--- src/rtl/sram_req_ctrl_if.sv ---
// Client request/response bundle and SRAM macro bundle for sram_req_ctrl.
// master drives requests (client) or the SRAM access (controller); slave is the other side.
interface sram_req_ctrl_if #(
    parameter int AW = 9,
    parameter int DW = 32
);
    logic          req_valid;
    logic          req_ready;
    logic          req_write;
    logic [AW-1:0] req_addr;
    logic [DW-1:0] req_wdata;
    logic          rsp_valid;
    logic          rsp_ready;
    logic [DW-1:0] rsp_rdata;

    modport master (
        output req_valid, req_write, req_addr, req_wdata, rsp_ready,
        input  req_ready, rsp_valid, rsp_rdata
    );
    modport slave (
        input  req_valid, req_write, req_addr, req_wdata, rsp_ready,
        output req_ready, rsp_valid, rsp_rdata
    );
endinterface

interface sram_mem_if #(
    parameter int AW = 9,
    parameter int DW = 32
);
    logic          mem_en;
    logic          mem_wen;
    logic [AW-1:0] mem_addr;
    logic [DW-1:0] mem_wdata;
    logic [DW-1:0] mem_rdata;

    modport master (
        output mem_en, mem_wen, mem_addr, mem_wdata,
        input  mem_rdata
    );
    modport slave (
        input  mem_en, mem_wen, mem_addr, mem_wdata,
        output mem_rdata
    );
endinterface

--- src/rtl/sram_req_ctrl.sv ---
// Valid/ready front-end for a single-port SRAM with a 2-entry FWFT read-response buffer.
// Define SRAM_REQ_CTRL_CLEAR_EN to write CLEAR_VALUE to the whole array after reset.
//
// state    | meaning
// ST_CLEAR | sweeping every address with CLEAR_VALUE, requests held off
// ST_RUN   | serving client requests, one SRAM access per cycle
module sram_req_ctrl #(
    parameter int            AW          = 9,
    parameter int            DW          = 32,
    parameter logic [DW-1:0] CLEAR_VALUE = '0
) (
    input  logic           clk,
    input  logic           reset_n,
    sram_req_ctrl_if.slave cli,
    sram_mem_if.master     mem,
    output logic           init_done
);
    logic          live;
    logic          run;
    logic          clearing;
    logic          rd_room;
    logic          acc;
    logic          rd_acc;
    logic          inflight;
    logic [1:0]    fifo_cnt;
    logic          rd_ptr;
    logic          wr_ptr;
    logic [DW-1:0] fifo_mem [2];
    logic          push;
    logic          pop;
    logic          store;
    logic          take;
    logic          wen_q;
    logic [AW-1:0] addr_q;
    logic [DW-1:0] wdata_q;

    // Handshake and SRAM strobe stay quiet while reset is held.
    assign live = reset_n;

`ifdef SRAM_REQ_CTRL_CLEAR_EN
    typedef enum logic {ST_CLEAR, ST_RUN} state_t;

    state_t        state;
    state_t        state_nxt;
    logic [AW-1:0] clr_cnt;
    logic [AW-1:0] clr_cnt_nxt;

    always_ff @(posedge clk or negedge reset_n) begin
        if (!reset_n) begin
            state   <= ST_CLEAR;
            clr_cnt <= '0;
        end else begin
            state   <= state_nxt;
            clr_cnt <= clr_cnt_nxt;
        end
    end

    always_comb begin
        state_nxt   = state;
        clr_cnt_nxt = clr_cnt;
        case (state)
            ST_CLEAR: begin
                clr_cnt_nxt = clr_cnt + 1'b1;
                if (clr_cnt == {AW{1'b1}}) state_nxt = ST_RUN;
            end
            default: ;
        endcase
    end

    assign run       = live & (state == ST_RUN);
    assign clearing  = live & (state == ST_CLEAR);
    assign init_done = (state == ST_RUN);
`else
    // Clear value only matters when the sweep is built in.
    logic [DW-1:0] unused_clear_value;
    assign unused_clear_value = CLEAR_VALUE;
    assign run       = live;
    assign clearing  = 1'b0;
    assign init_done = 1'b1;
`endif

    // A read is only taken when its response slot is already reserved.
    assign rd_room       = ({1'b0, fifo_cnt} + {2'b00, inflight}) < 3'd2;
    assign cli.req_ready = run & (cli.req_write | rd_room);
    assign acc           = cli.req_valid & cli.req_ready;
    assign rd_acc        = acc & ~cli.req_write;

    always_comb begin
        mem.mem_en    = 1'b0;
        mem.mem_wen   = wen_q;
        mem.mem_addr  = addr_q;
        mem.mem_wdata = wdata_q;
`ifdef SRAM_REQ_CTRL_CLEAR_EN
        if (clearing) begin
            mem.mem_en    = 1'b1;
            mem.mem_wen   = 1'b1;
            mem.mem_addr  = clr_cnt;
            mem.mem_wdata = CLEAR_VALUE;
        end else
`endif
        if (acc) begin
            mem.mem_en    = 1'b1;
            mem.mem_wen   = cli.req_write;
            mem.mem_addr  = cli.req_addr;
            mem.mem_wdata = cli.req_wdata;
        end
    end

    always_ff @(posedge clk or negedge reset_n) begin
        if (!reset_n) begin
            wen_q   <= 1'b0;
            addr_q  <= '0;
            wdata_q <= '0;
        end else if (mem.mem_en) begin
            wen_q   <= mem.mem_wen;
            addr_q  <= mem.mem_addr;
            wdata_q <= mem.mem_wdata;
        end
    end

    // Returning read data bypasses storage when the buffer is empty and the client takes it.
    assign cli.rsp_valid = (fifo_cnt != 2'd0) | inflight;
    assign cli.rsp_rdata = (fifo_cnt != 2'd0) ? fifo_mem[rd_ptr] :
                           (inflight ? mem.mem_rdata : '0);
    assign push  = inflight;
    assign pop   = cli.rsp_valid & cli.rsp_ready;
    assign store = push & ~((fifo_cnt == 2'd0) & pop);
    assign take  = pop & (fifo_cnt != 2'd0);

    always_ff @(posedge clk or negedge reset_n) begin
        if (!reset_n) begin
            inflight    <= 1'b0;
            fifo_cnt    <= 2'd0;
            rd_ptr      <= 1'b0;
            wr_ptr      <= 1'b0;
            fifo_mem[0] <= '0;
            fifo_mem[1] <= '0;
        end else begin
            inflight <= rd_acc;
            if (store) begin
                fifo_mem[wr_ptr] <= mem.mem_rdata;
                wr_ptr           <= ~wr_ptr;
            end
            if (take) rd_ptr <= ~rd_ptr;
            case ({store, take})
                2'b10:   fifo_cnt <= fifo_cnt + 2'd1;
                2'b01:   fifo_cnt <= fifo_cnt - 2'd1;
                default: fifo_cnt <= fifo_cnt;
            endcase
        end
    end
endmodule

--- src/flat_wrapper.sv ---
// flat-port wrapper written by rule: the top's interface ports become plain ports
module sram_req_ctrl_flat 
#(
    parameter int            AW          = 9,
    parameter int            DW          = 32,
    parameter logic [DW-1:0] CLEAR_VALUE = '0
)
  (clk, reset_n, init_done, cli_req_valid, cli_req_write, cli_req_addr, cli_req_wdata, cli_rsp_ready, cli_req_ready, cli_rsp_valid, cli_rsp_rdata, mem_mem_en, mem_mem_wen, mem_mem_addr, mem_mem_wdata, mem_mem_rdata);
  sram_req_ctrl_if #(.AW(AW), .DW(DW)) cli_i ();
  sram_mem_if #(.AW(AW), .DW(DW)) mem_i ();
  input  logic clk;
  input  logic reset_n;
  output logic init_done;
  input wire logic [$bits(cli_i.req_valid)-1:0] cli_req_valid;
  input wire logic [$bits(cli_i.req_write)-1:0] cli_req_write;
  input wire logic [$bits(cli_i.req_addr)-1:0] cli_req_addr;
  input wire logic [$bits(cli_i.req_wdata)-1:0] cli_req_wdata;
  input wire logic [$bits(cli_i.rsp_ready)-1:0] cli_rsp_ready;
  output wire logic [$bits(cli_i.req_ready)-1:0] cli_req_ready;
  output wire logic [$bits(cli_i.rsp_valid)-1:0] cli_rsp_valid;
  output wire logic [$bits(cli_i.rsp_rdata)-1:0] cli_rsp_rdata;
  output wire logic [$bits(mem_i.mem_en)-1:0] mem_mem_en;
  output wire logic [$bits(mem_i.mem_wen)-1:0] mem_mem_wen;
  output wire logic [$bits(mem_i.mem_addr)-1:0] mem_mem_addr;
  output wire logic [$bits(mem_i.mem_wdata)-1:0] mem_mem_wdata;
  input wire logic [$bits(mem_i.mem_rdata)-1:0] mem_mem_rdata;
  assign cli_i.req_valid = cli_req_valid;
  assign cli_i.req_write = cli_req_write;
  assign cli_i.req_addr = cli_req_addr;
  assign cli_i.req_wdata = cli_req_wdata;
  assign cli_i.rsp_ready = cli_rsp_ready;
  assign cli_req_ready = cli_i.req_ready;
  assign cli_rsp_valid = cli_i.rsp_valid;
  assign cli_rsp_rdata = cli_i.rsp_rdata;
  assign mem_mem_en = mem_i.mem_en;
  assign mem_mem_wen = mem_i.mem_wen;
  assign mem_mem_addr = mem_i.mem_addr;
  assign mem_mem_wdata = mem_i.mem_wdata;
  assign mem_i.mem_rdata = mem_mem_rdata;
  sram_req_ctrl #(.AW(AW), .DW(DW), .CLEAR_VALUE(CLEAR_VALUE)) u_core (.clk(clk), .reset_n(reset_n), .cli(cli_i), .mem(mem_i), .init_done(init_done));
endmodule
--- config.mk ---
export PLATFORM = sky130hd
export DESIGN_NAME = sram_req_ctrl_flat
export DESIGN_NICKNAME = d
export VERILOG_FILES = /design/src/rtl/sram_req_ctrl_if.sv /design/src/rtl/sram_req_ctrl.sv /design/src/flat_wrapper.sv
export SDC_FILE = /design/constraint.sdc
export NUM_CORES = 1
export LEC_CHECK = 0
export CORE_MARGIN = 2
export CORE_UTILIZATION = 30
export CTS_CLUSTER_DIAMETER = 100
export CTS_CLUSTER_SIZE = 20
export DETAILED_ROUTE_END_ITERATION = 10
export MAX_ROUTING_LAYER = met4
export RECOVER_POWER = 25
export SLEW_MARGIN = 20
export SYNTH_ARGS = -nofsm -noshare
export SYNTH_HDL_FRONTEND = slang
export SYNTH_SLANG_ARGS = --single-unit
--- constraint.sdc ---
create_clock -name clk -period 3.35 [get_ports clk]
set_input_delay 0.8375 -clock clk [delete_from_list [all_inputs] [get_ports clk]]
set_output_delay 0.8375 -clock clk [all_outputs]
set_load 0.05 [all_outputs]
Word level (Yosys, flattened, before mapping)
Cells that the tools add are included.
{"block": "classes", "n_eq_ne": 2, "n_mux": 13, "reduce_logical": 4, "n_lt_le_gt_ge": 4, "bitwise_logic": 15, "add_sub_neg": 3}
{"cell": "2-to-1 mux 32 bit", "count": 7}
{"cell": "bitwise mux 64 bit", "count": 1}
{"cell": "demux 32 bit (select 1 bit)", "count": 1}
{"cell": "2-to-1 mux 9 bit", "count": 1}
{"cell": "AND 1 bit", "count": 7}
{"cell": "greater-or-equal comparator 2 bit, second input constant", "count": 2}
{"cell": "inverter 1 bit", "count": 4}
{"cell": "inverter 1 -> 2 bit", "count": 2}
{"cell": "case mux 2 bit (2 select lines)", "count": 1}
{"cell": "nonzero test 2 bit", "count": 2}
{"cell": "adder 2 x 1 -> 3 bit", "count": 1}
{"cell": "less-than comparator 3 x 2 -> 1 bit, second input constant", "count": 1}
{"cell": "adder 2 x 1 -> 2 bit, second input constant", "count": 1}
{"cell": "equality test 2 x 1 -> 1 bit, second input constant", "count": 1}
{"cell": "equality test 2 bit, second input constant", "count": 1}
{"cell": "logical NOT 2 bit", "count": 1}
{"cell": "less-than comparator 2 x 1 -> 1 bit, second input constant", "count": 1}
{"cell": "2-to-1 mux 1 bit", "count": 2}
{"cell": "OR 1 bit", "count": 2}
{"cell": "subtractor 2 x 1 -> 2 bit, second input constant", "count": 1}
{"cell": "logical AND 1 bit", "count": 1}
{"block": "totals", "output_inout_bits": 78, "ff_bits": 111}

Depth between registers and ports, before layout
Gate-level depths: netlist of the first run.
{"block": "logic_depth", "word_depth": 8, "depth_mapped": 7}

Least setup slack after synthesis of the first run
Ideal clock, no wire load.
{"block": "synth_path", "kind": "flip-flop to output port", "from": "reg u_core.rd_ptr", "to": "out cli_rsp_rdata[0]", "path_stages_with_launch": 5, "t_arrival_ns": 2.019, "path_buffers": 2, "path_slack_ns": 0.494, "required_time_ns": 2.513, "path_cell_list": "dfrtp_1 > clkbuf_1 > buf_2 > mux2i_1 > o21ai_0"}
{"block": "synth_via", "elab_chain_cells": 5}
{"element": "start: declaration", "line": "sram_req_ctrl.sv:26", "source": "logic rd_ptr;"}
{"element": "start signal: assignment", "line": "sram_req_ctrl.sv:144", "source": "if (take) rd_ptr <= ~rd_ptr;"}
{"element": "inverter 1 -> 2 bit (implied by the code)", "line": "sram_req_ctrl.sv:123", "source": "assign cli.rsp_rdata = (fifo_cnt != 2'd0) ? fifo_mem[rd_ptr] :"}
{"element": "2-to-1 mux 32 bit (implied by the code) (3 in a row)", "line": "sram_req_ctrl.sv:123"}
{"element": "2-to-1 mux 32 bit", "line": "sram_req_ctrl.sv:123"}
{"element": "end: declaration", "line": "flat_wrapper.sv:21", "source": "output wire logic [$bits(cli_i.rsp_rdata)-1:0] cli_rsp_rdata;"}
No other way between the ends. The select of a mux whose other input is x is not followed.

Worst setup path after layout of the first run
{"block": "layout_path", "from": "in cli_req_write", "to": "out mem_mem_wdata[22]"}
{"block": "layout_via", "elab_chain_cells": 4}
{"element": "start: declaration", "line": "flat_wrapper.sv:15", "source": "input wire logic [$bits(cli_i.req_write)-1:0] cli_req_write;"}
{"element": "OR 1 bit", "line": "sram_req_ctrl.sv:84", "source": "assign cli.req_ready = run & (cli.req_write | rd_room);"}
{"element": "AND 1 bit", "line": "sram_req_ctrl.sv:84"}
{"element": "AND 1 bit", "line": "sram_req_ctrl.sv:85", "source": "assign acc = cli.req_valid & cli.req_ready;"}
{"element": "2-to-1 mux 32 bit", "line": "sram_req_ctrl.sv:101", "source": "if (acc) begin"}
{"element": "end: declaration", "line": "flat_wrapper.sv:25", "source": "output wire logic [$bits(mem_i.mem_wdata)-1:0] mem_mem_wdata;"}
No other way between the ends.

==> results of run 1 <==
==> flip-flops by register name, summed over array words and instances, names as in the netlist <==
signal and cells:
u_core.wdata_q 32, u_core.inflight 1, u_core.rd_ptr 1, u_core.wen_q 1, u_core.fifo_cnt 2, u_core.wr_ptr 1, u_core.fifo_mem 64, u_core.addr_q 9
==> layout make-up <==
class | count | area [um^2]
antenna | 1 | 2.50
clock buffer | 10 | 239
clock inverter | 5 | 35.0
fill | 1643 | 10400
inverter | 2 | 7.51
multi-input combinational | 264 | 2470
sequential | 111 | 2780
tap | 229 | 287
timing repair buffer | 166 | 1600
==> synth_stat cells <==
| master | number |
|---|---|
| dfrtp_1 | 111 |
| mux2_2 | 108 |
| nand2b_1 | 1 |
| mux2i_1 | 32 |
| nor3b_2 | 1 |
| o21a_1 | 1 |
| xnor2_1 | 3 |
| buf_6 | 4 |
| mux2_1 | 38 |
| buf_2 | 15 |
| nor2_1 | 4 |
| nand2_1 | 2 |
| buf_1 | 4 |
| xor2_1 | 2 |
| nor2b_1 | 1 |
| nor3_2 | 1 |
| a21oi_2 | 1 |
| inv_1 | 2 |
| nand3_1 | 32 |
| o211ai_2 | 1 |
| o21ai_0 | 32 |
| ha_1 | 1 |
| clkbuf_1 | 6 |
| buf_4 | 2 |
| conb_1 | 1 |
| a32o_1 | 2 |
==> routing by layer <==
layer	routed length, um	global-route usage, %	up-vias
met4	187	4.56	0
met3	880	3.98	17
met2	5920	22.3	129
met1	5640	16.8	1790
li1	-	-	1758
met5	0	-	-
==> cells by family after synthesis <==
kind of cell | share of synthesized area, %
xor gates and xnor gates | 0.810
and+or+nand+nor | 4.03
AOI/OAI and AO/OA | 3.86
buffers and inverters | 3.33
DFF | 51.4
other | 0.0693
muxes | 36.3
adders and majority gates | 0.231
==> final timing paths <==
check / endpoint / slack (ns) / cells past startpoint / start
max: mem_mem_wdata[22] / 0.09 / 5 / cli_req_write
min: u_core.fifo_mem[47] / 0.50 / 1 / u_core.fifo_mem[47]
max reg2reg: u_core.fifo_mem[29] / 0.94 / 5 / u_core.inflight
min reg2reg: u_core.fifo_mem[47] / 0.50 / 1 / u_core.fifo_mem[47]
max in group asynchronous: u_core.rd_ptr / 1.18 / 3 / reset_n
min in group asynchronous: u_core.fifo_mem[43] / 0.78 / 2 / reset_n
==> worst max-delay path: cells and delay by family <==
family	cells	cell delay, ns
compound gates	1	0.27
mux	1	0.37
buf+inv	3	0.93
==> per-stage QoR <==
stage / instance area [um^2] / setup slack [ns] / utilization (%) / power (uW)
global route: 7410 / 0.0243 / 41.6 / 7960
finish: 7410 / 0.0913 / 41.6 / 7540
CTS: 7430 / 0.0829 / 41.6 / 7650
detailed placement: 7150 / 0.0863 / 40.1 / 6600
global placement: 7150 / 0.0998 / 40.1 / 6520
floorplan: 5410 / 0.494 / - / 5210
==> where the power goes <==
group | switching, uW | internal [uW]
registers | 336 | 1910
logic | 2640 | 1630
clock network | 497 | 520
==> flow_metrics.py, run 1 <==
metrics = {
    "status": {
        "status": "complete, no violations",
    },
    "flow_run": {
        "drv_cap": 0,
    },
    "logic_synthesis": {
        "yosysSeqAreaShare_pct": 51.4,
        "synth_top_area_cell": "dfrtp_1",
        "synth_fp_nets": 487,
        "synth_seq_cells": 111,
        "synth.top_cell.area_share_pct": 51.4,
        "synth_area_leaders": "dfrtp_1 (51%), mux2_2 (22%), mux2_1 (7.9%)",
        "syn_avg_cell_area_um2": 13.3,
        "yosysUniqueCellTypes": 26,
        "synth_area_um2": 5410,
        "yosys_warnings": 0,
        "syn_inst": 408,
    },
    "clock_network": {
        "post_cts_buffers": 0,
        "clkSlewWorstSetupHoldPaths_ns": 0.07,
        "cts_root_buffer": "clkbuf_16",
        "cts-buffers-inserted": 9,
        "cts.path.max_buffers": 2,
        "cts_hold_buffers": 0,
        "clock_sinks": 111,
        "cts_tree": "done",
        "cts_max_level": 3,
        "cts_resized": 0,
        "clk_latency_ns": 0.35,
    },
    "worst_setup_path": {
        "endpoint_kind": "primary output",
        "cpPeakStageDelay_ns": 0.47,
        "crit_chain": "clkdlybuf4s50_1, o211ai_4, buf_12, mux2_1, buf_4",
        "crit_slowest_cell": "clkdlybuf4s50_1",
        "crit_path_start_kind": "primary input",
        "required_ns": 2.51,
        "crit_type": "primary input to primary output",
        "cp_data_arrival_time_ns": 2.42,
        "crit_fanout": 42,
    },
    "routing": {
        "routedWlPerCell_um": 16.0,
        "routed_wl_um": 12600,
        "drt_iter0_markers": 64,
        "dr.pass1.iters": 4,
        "detail_route.vias_per_cell": 4.69,
        "drcViolationCount": 0,
        "num_vias": 3694,
        "ant_nets": 0,
    },
    "placed_design": {
        "dp.cells": 772,
        "post-dp-hpwl_um": 8650,
        "gp_congestion": 0.758,
        "io_buffer_count": 154,
    },
    "timing": {
        "period_needed_ns": 3.26,
        "setup_tns_ns": 0,
        "holdWs_ns": 0.503,
        "maxSlewHeadroom_pct": 33.4,
        "hold_viol": 0,
        "max_freq_mhz": 307,
        "worst_slew_pin_slew_ns": 0.995,
        "finalCritPeriodShare_pct": 97.3,
        "setup_viol": 0,
        "finClkSkew_ns": 0.00499,
        "drv_slew": 0,
        "rsz0062_at_grt": "no",
    },
    "pwr": {
        "powerDensity_nw_per_um2": 1020,
        "ir_worst_vdd_uv": 528,
        "leakagePower_uw": 0.00316,
    },
    "hold_path": {
        "min_path_type": "flop to flop",
    },
    "global_routing": {
        "grt_pass1_wl_um": 20700,
        "grt_remaining_overflow": 0,
        "antenna_found_initial": 1,
        "grt_max_degree": 71,
        "grt_usage_pct": 13.9,
        "grt_pass1_vias": 3998,
    },
    "die": {
        "die_h_um": 138,
        "ioPinCount": 156,
        "die_x_um": 138,
        "core_area_um2": 17800,
        "rows": 49,
        "dieArea_um2": 19100,
        "initial_core_util_pct": 30.3,
    },
    "finish": {
        "stdcell_count": 788,
        "drive_gt1_share_pct": 38.9,
        "layout_common_cells": "dfrtp_1 (110), mux2_2 (108), buf_4 (76), clkdlybuf4s50_1 (75), mux2_1 (38)",
        "nets": 633,
        "syn2layout_area_growth_pct": 37.1,
        "mostFrequentLayoutCell": "dfrtp_1",
    },
}
Note: power is estimated with default switching activity, not from simulation.
==> inputs of run 2 (changes only) <==
SKIP_LAST_GASP = 1   (was not set)
clock period = 4.16 ns   (was 3.35 ns; I/O delays follow)
==> flow_metrics.py, run 2 (synthesis results as in run 1) <==
metrics = {
    "status": {
        "status": "complete, no violations",
    },
    "clock_network": {
        "cts_hold_buffers": 0,
        "clk_latency_ns": 0.35,
        "cts_resized": 0,
        "cts-buffers-inserted": 9,
        "cts_max_level": 3,
        "clock_sinks": 111,
        "cts.path.max_buffers": 2,
        "cts_tree": "done",
        "cts_root_buffer": "clkbuf_16",
        "clkSlewWorstSetupHoldPaths_ns": 0.07,
        "post_cts_buffers": 0,
    },
    "hold_path": {
        "hp-start": "u_core.fifo_mem[50]",
        "min_path_type": "flop to flop",
    },
    "routing": {
        "dr.pass1.iters": 4,
        "routedWlPerCell_um": 15.8,
        "ant_nets": 0,
        "routed_wl_um": 12500,
        "detail_route.vias_per_cell": 4.70,
        "drcViolationCount": 0,
        "drt_iter0_markers": 91,
        "num_vias": 3708,
    },
    "worst_setup_path": {
        "crit_type": "primary input to primary output",
        "r2r-start": "u_core.inflight",
        "crit_chain": "dlygate4sd3_1, o211ai_4, buf_12, mux2_1, buf_4",
        "endpoint_kind": "primary output",
        "crit_path_start_kind": "primary input",
        "crit_start": "cli_req_write",
        "crit_fanout": 69,
        "path_delay_family": "buffers and inverters",
        "cp_data_arrival_time_ns": 2.87,
        "cpPeakStageDelay_ns": 0.64,
        "path_buf_inv": 3,
        "crit_slowest_cell": "dlygate4sd3_1",
        "required_ns": 3.12,
    },
    "flow_run": {
        "drv_cap": 0,
    },
    "pwr": {
        "leakagePower_uw": 0.00311,
        "pwr-share-clk_pct": 14.7,
        "powerDensity_nw_per_um2": 830,
        "p_sw_uw": 2770,
        "p_int_uw": 3430,
        "p_sw_share_pct": 44.7,
        "pwr-share-comb_pct": 55.9,
        "p_seq_share_pct": 29.4,
        "ir_worst_vdd_uv": 460,
    },
    "finish": {
        "layout_common_cells": "dfrtp_1 (110), mux2_2 (108), clkdlybuf4s50_1 (106), buf_4 (47), mux2_1 (38)",
        "drive_gt1_share_pct": 32.9,
        "top_register": "u_core.fifo_mem",
        "nets": 633,
        "multiInputGateArea_um2": 2480,
        "largestRegisters": "u_core.fifo_mem: 64 flops, u_core.wdata_q: 32 flops, u_core.addr_q: 9 flops",
        "syn2layout_area_growth_pct": 38.1,
        "mostFrequentLayoutCell": "dfrtp_1",
        "largest_register_ffs": 64,
        "fillers": 1671,
        "regArea_um2": 2780,
    },
    "die": {
        "initial_core_util_pct": 30.3,
        "ioPinCount": 156,
        "core_area_um2": 17800,
        "rows": 49,
        "dieArea_um2": 19100,
        "die_h_um": 138,
        "die_x_um": 138,
    },
    "global_routing": {
        "grt_usage_pct": 13.8,
        "grt_max_degree": 77,
        "grt_remaining_overflow": 0,
        "grt_pass1_vias": 4039,
        "grt_pass1_wl_um": 20700,
        "antenna_found_initial": 1,
    },
    "timing": {
        "hold_viol": 0,
        "maxSlewHeadroom_pct": 23.7,
        "period_needed_ns": 3.91,
        "worst_slew_pin_slew_ns": 1.14,
        "setup_viol": 0,
        "max_freq_mhz": 256,
        "rsz0062_at_grt": "no",
        "setup_tns_ns": 0,
        "holdWs_ns": 0.503,
        "drv_slew": 0,
        "finalCritPeriodShare_pct": 93.9,
        "finClkSkew_ns": 0.00687,
    },
    "placed_design": {
        "gp_congestion": 0.755,
        "post-dp-hpwl_um": 8910,
        "io_buffer_count": 154,
    },
}
## run 2: changes by cell type in the layout (fill, tap and decap cells not counted)
cell,before,now
buf_12,13,8
buf_4,76,47
bufinv_16,0,2
clkbuf_1,1,4
clkbuf_8,1,0
clkdlybuf4s50_1,75,106
clkinv_2,1,2
clkinvlp_4,4,2
dlygate4sd3_1,1,2
nor2_1,3,2
nor2_4,1,2
## run 2: cell type report
cell class	count	share of cell area [%]
sequential	111	37.2
tap	229	3.84
inverter	2	0.100
clock buffer	10	3.06
timing repair buffer	166	21.5
antenna	1	0.0335
clock inverter	6	1.14
multi-input combinational	264	33.1
## run 2: path summary, 6_finish.rpt
| kind | slack [ns] | cells after the start | to |
|---|---|---|---|
| worst min-delay path | 0.50 | 1 | u_core.fifo_mem[50] |
| min in group asynchronous | 0.89 | 2 | u_core.wdata_q[5] |
| max in group asynchronous | 1.87 | 3 | u_core.rd_ptr |
| worst max-delay path | 0.25 | 5 | mem_mem_wdata[24] |
| worst max register to register | 1.46 | 5 | u_core.fifo_mem[37] |
| worst min register to register | 0.50 | 1 | u_core.fifo_mem[50] |
## run 2: power by group through the flow
| stage | combinational, uW | clock [uW] | sequential (uW) |
|---|---|---|---|
| global placement | 3470 | 0 | 1820 |
| floorplan | 2480 | 0 | 1720 |
| finish | 3470 | 910 | 1820 |
| global route | 3660 | 993 | 1880 |
| detailed placement | 3510 | 0 | 1840 |
| CTS | 3520 | 947 | 1820 |
## run 2: per-stage QoR
step,total power [uW],util [%],setup WS [ns],cell area [um^2],std cells
global route,6530,41.9,0.194,7470,789
global placement,5290,40.2,0.382,7170,772
detailed placement,5350,40.2,0.364,7170,772
floorplan,4200,-,1.01,5410,408
finish,6200,41.9,0.253,7470,789
CTS,6290,42.0,0.360,7480,788
## run 2: worst register-to-register path, stage by stage (launching register included)
cell	delay [ns]
dfrtp_1	0.65
buf_4	0.34
inv_1	0.12
nor3_4	0.19
clkbuf_1	0.86
mux2_2	0.43
## run 2: metal layers
layer | routed length [um] | up-vias | GRT usage [%]
li1 | - | 1756 | -
met3 | 1060 | 11 | 4.85
met2 | 5940 | 120 | 22.4
met4 | 161 | 0 | 4.46
met1 | 5320 | 1821 | 16.0
met5 | 0 | - | -
==> inputs of run 3 (changes only) <==
clock period = 3.9 ns   (was 4.16 ns; I/O delays follow)
==> flow_metrics.py, run 3 (synthesis results as in run 1) <==
metrics = {
    "die": {
        "core_area_um2": 17800,
        "dieArea_um2": 19100,
        "die_h_um": 138,
        "initial_core_util_pct": 30.3,
        "rows": 49,
        "die_x_um": 138,
        "ioPinCount": 156,
    },
    "routing": {
        "routedWlPerCell_um": 16.0,
        "dr.pass1.iters": 4,
        "routed_wl_um": 12600,
        "detail_route.vias_per_cell": 4.72,
        "drcViolationCount": 0,
        "drt_iter0_markers": 92,
        "num_vias": 3730,
        "ant_nets": 0,
    },
    "clock_network": {
        "clock_sinks": 111,
        "cts_max_level": 3,
        "cts.path.max_buffers": 2,
        "cts_root_buffer": "clkbuf_16",
        "cts_hold_buffers": 0,
        "cts_resized": 0,
        "post_cts_buffers": 0,
        "cts_tree": "done",
        "clkSlewWorstSetupHoldPaths_ns": 0.07,
        "cts-buffers-inserted": 9,
        "clk_latency_ns": 0.35,
    },
    "timing": {
        "finalCritPeriodShare_pct": 92.6,
        "period_needed_ns": 3.61,
        "setup_tns_ns": 0,
        "drv_slew": 0,
        "setup_viol": 0,
        "hold_viol": 0,
        "maxSlewHeadroom_pct": 31.4,
        "finClkSkew_ns": 0.00687,
        "worst_slew_pin_slew_ns": 1.03,
        "max_freq_mhz": 277,
        "rsz0062_at_grt": "no",
    },
    "global_routing": {
        "grt_pass1_vias": 4123,
        "use_met1_pct": 17.5,
        "grt-busiest-layer": "met2",
        "grt_max_degree": 68,
        "grt_pass1_wl_um": 21000,
        "use_met3_pct": 3.74,
        "grt_remaining_overflow": 0,
        "grt_usage_pct": 14.0,
        "met2_usage_pct": 22.1,
        "antenna_found_initial": 0,
    },
    "finish": {
        "largestRegisters": "u_core.fifo_mem: 64 flops, u_core.wdata_q: 32 flops, u_core.addr_q: 9 flops",
        "top_register": "u_core.fifo_mem",
        "nets": 635,
        "drive_gt1_share_pct": 33.7,
        "mostFrequentLayoutCell": "dfrtp_1",
        "layout_common_cells": "dfrtp_1 (110), mux2_2 (108), clkdlybuf4s50_1 (108), buf_4 (48), mux2_1 (38)",
        "utilization_pct": 42.1,
        "largest_register_ffs": 64,
        "syn2layout_area_growth_pct": 38.8,
        "diodes": 0,
    },
    "worst_setup_path": {
        "required_ns": 2.92,
        "crit_path_start_kind": "primary input",
        "crit_type": "primary input to primary output",
        "crit_fanout": 44,
        "endpoint_kind": "primary output",
        "rr_worst_depth": 5,
        "cp_data_arrival_time_ns": 2.64,
    },
    "hold_path": {
        "min_path_type": "flop to flop",
        "whs_path_depth": 1,
    },
    "flow_run": {
        "drv_cap": 0,
    },
    "placed_design": {
        "post-dp-hpwl_um": 8930,
        "gp_congestion": 0.727,
        "io_buffer_count": 154,
    },
    "status": {
        "status": "complete, no violations",
    },
    "pwr": {
        "powerDensity_nw_per_um2": 881,
        "leakagePower_uw": 0.00314,
        "ir_worst_vdd_uv": 529,
    },
}
## run 3: changes by cell type in the layout (fill, tap and decap cells not counted)
cell	delta
clkinvlp_4	-1
clkbuf_1	-3
clkbuf_2	+1
bufinv_16	-1
clkinv_4	+1
clkdlybuf4s50_1	+2
buf_4	+1
buf_12	+2
clkbuf_8	+2
dlygate4sd3_1	-2
diode_2	-1
## run 3: metal layers
metal | vias to the layer above | share of wire [%]
met5 | - | 0
met2 | 121 | 47
li1 | 1765 | -
met1 | 1833 | 45
met4 | 0 | 1.4
met3 | 11 | 6.6
## run 3: area by class of cell
class | count | area (um^2)
clock buffers | 11 | 253
clock inverters | 5 | 56.3
fillers | 1649 | 10300
inverters | 2 | 7.51
multi-input cells | 264 | 2480
flip-flops and latches | 111 | 2780
well taps | 229 | 287
repair buffers | 168 | 1650
## run 3: metrics by stage
stage	setup WS [ns]	std cells	total power [uW]	area (um^2)	hold WS, ns
global placement	0.299	774	5660	7210	0.467
finish	0.288	790	6620	7510	0.506
detailed placement	0.281	774	5730	7210	0.490
CTS	0.283	790	6710	7520	0.465
floorplan	0.877	408	4480	5410	0.457
global route	0.141	790	6990	7510	0.514
## run 3: final timing paths
kind,to,start,slack [ns]
setup / recovery,mem_mem_wdata[28],cli_req_write,0.29
setup reg to reg,u_core.fifo_mem[2],u_core.inflight,1.51
hold / removal,u_core.wen_q,u_core.wen_q,0.51
hold reg to reg,u_core.wen_q,u_core.wen_q,0.51
min in group asynchronous,u_core.addr_q[5],reset_n,0.70
max in group asynchronous,u_core.wdata_q[2],reset_n,0.90
## run 3: critical path, stage by stage
cell and delay, ns:
clkdlybuf4s50_1 0.52, o211ai_4 0.30, buf_12 0.27, mux2_1 0.36
buf_4 0.20
## run 3: report_power, final
group	leakage, uW	switching (uW)	internal, uW
logic	0.00166	2260	1470
registers	0.00133	298	1640
clock network	0.000152	412	532
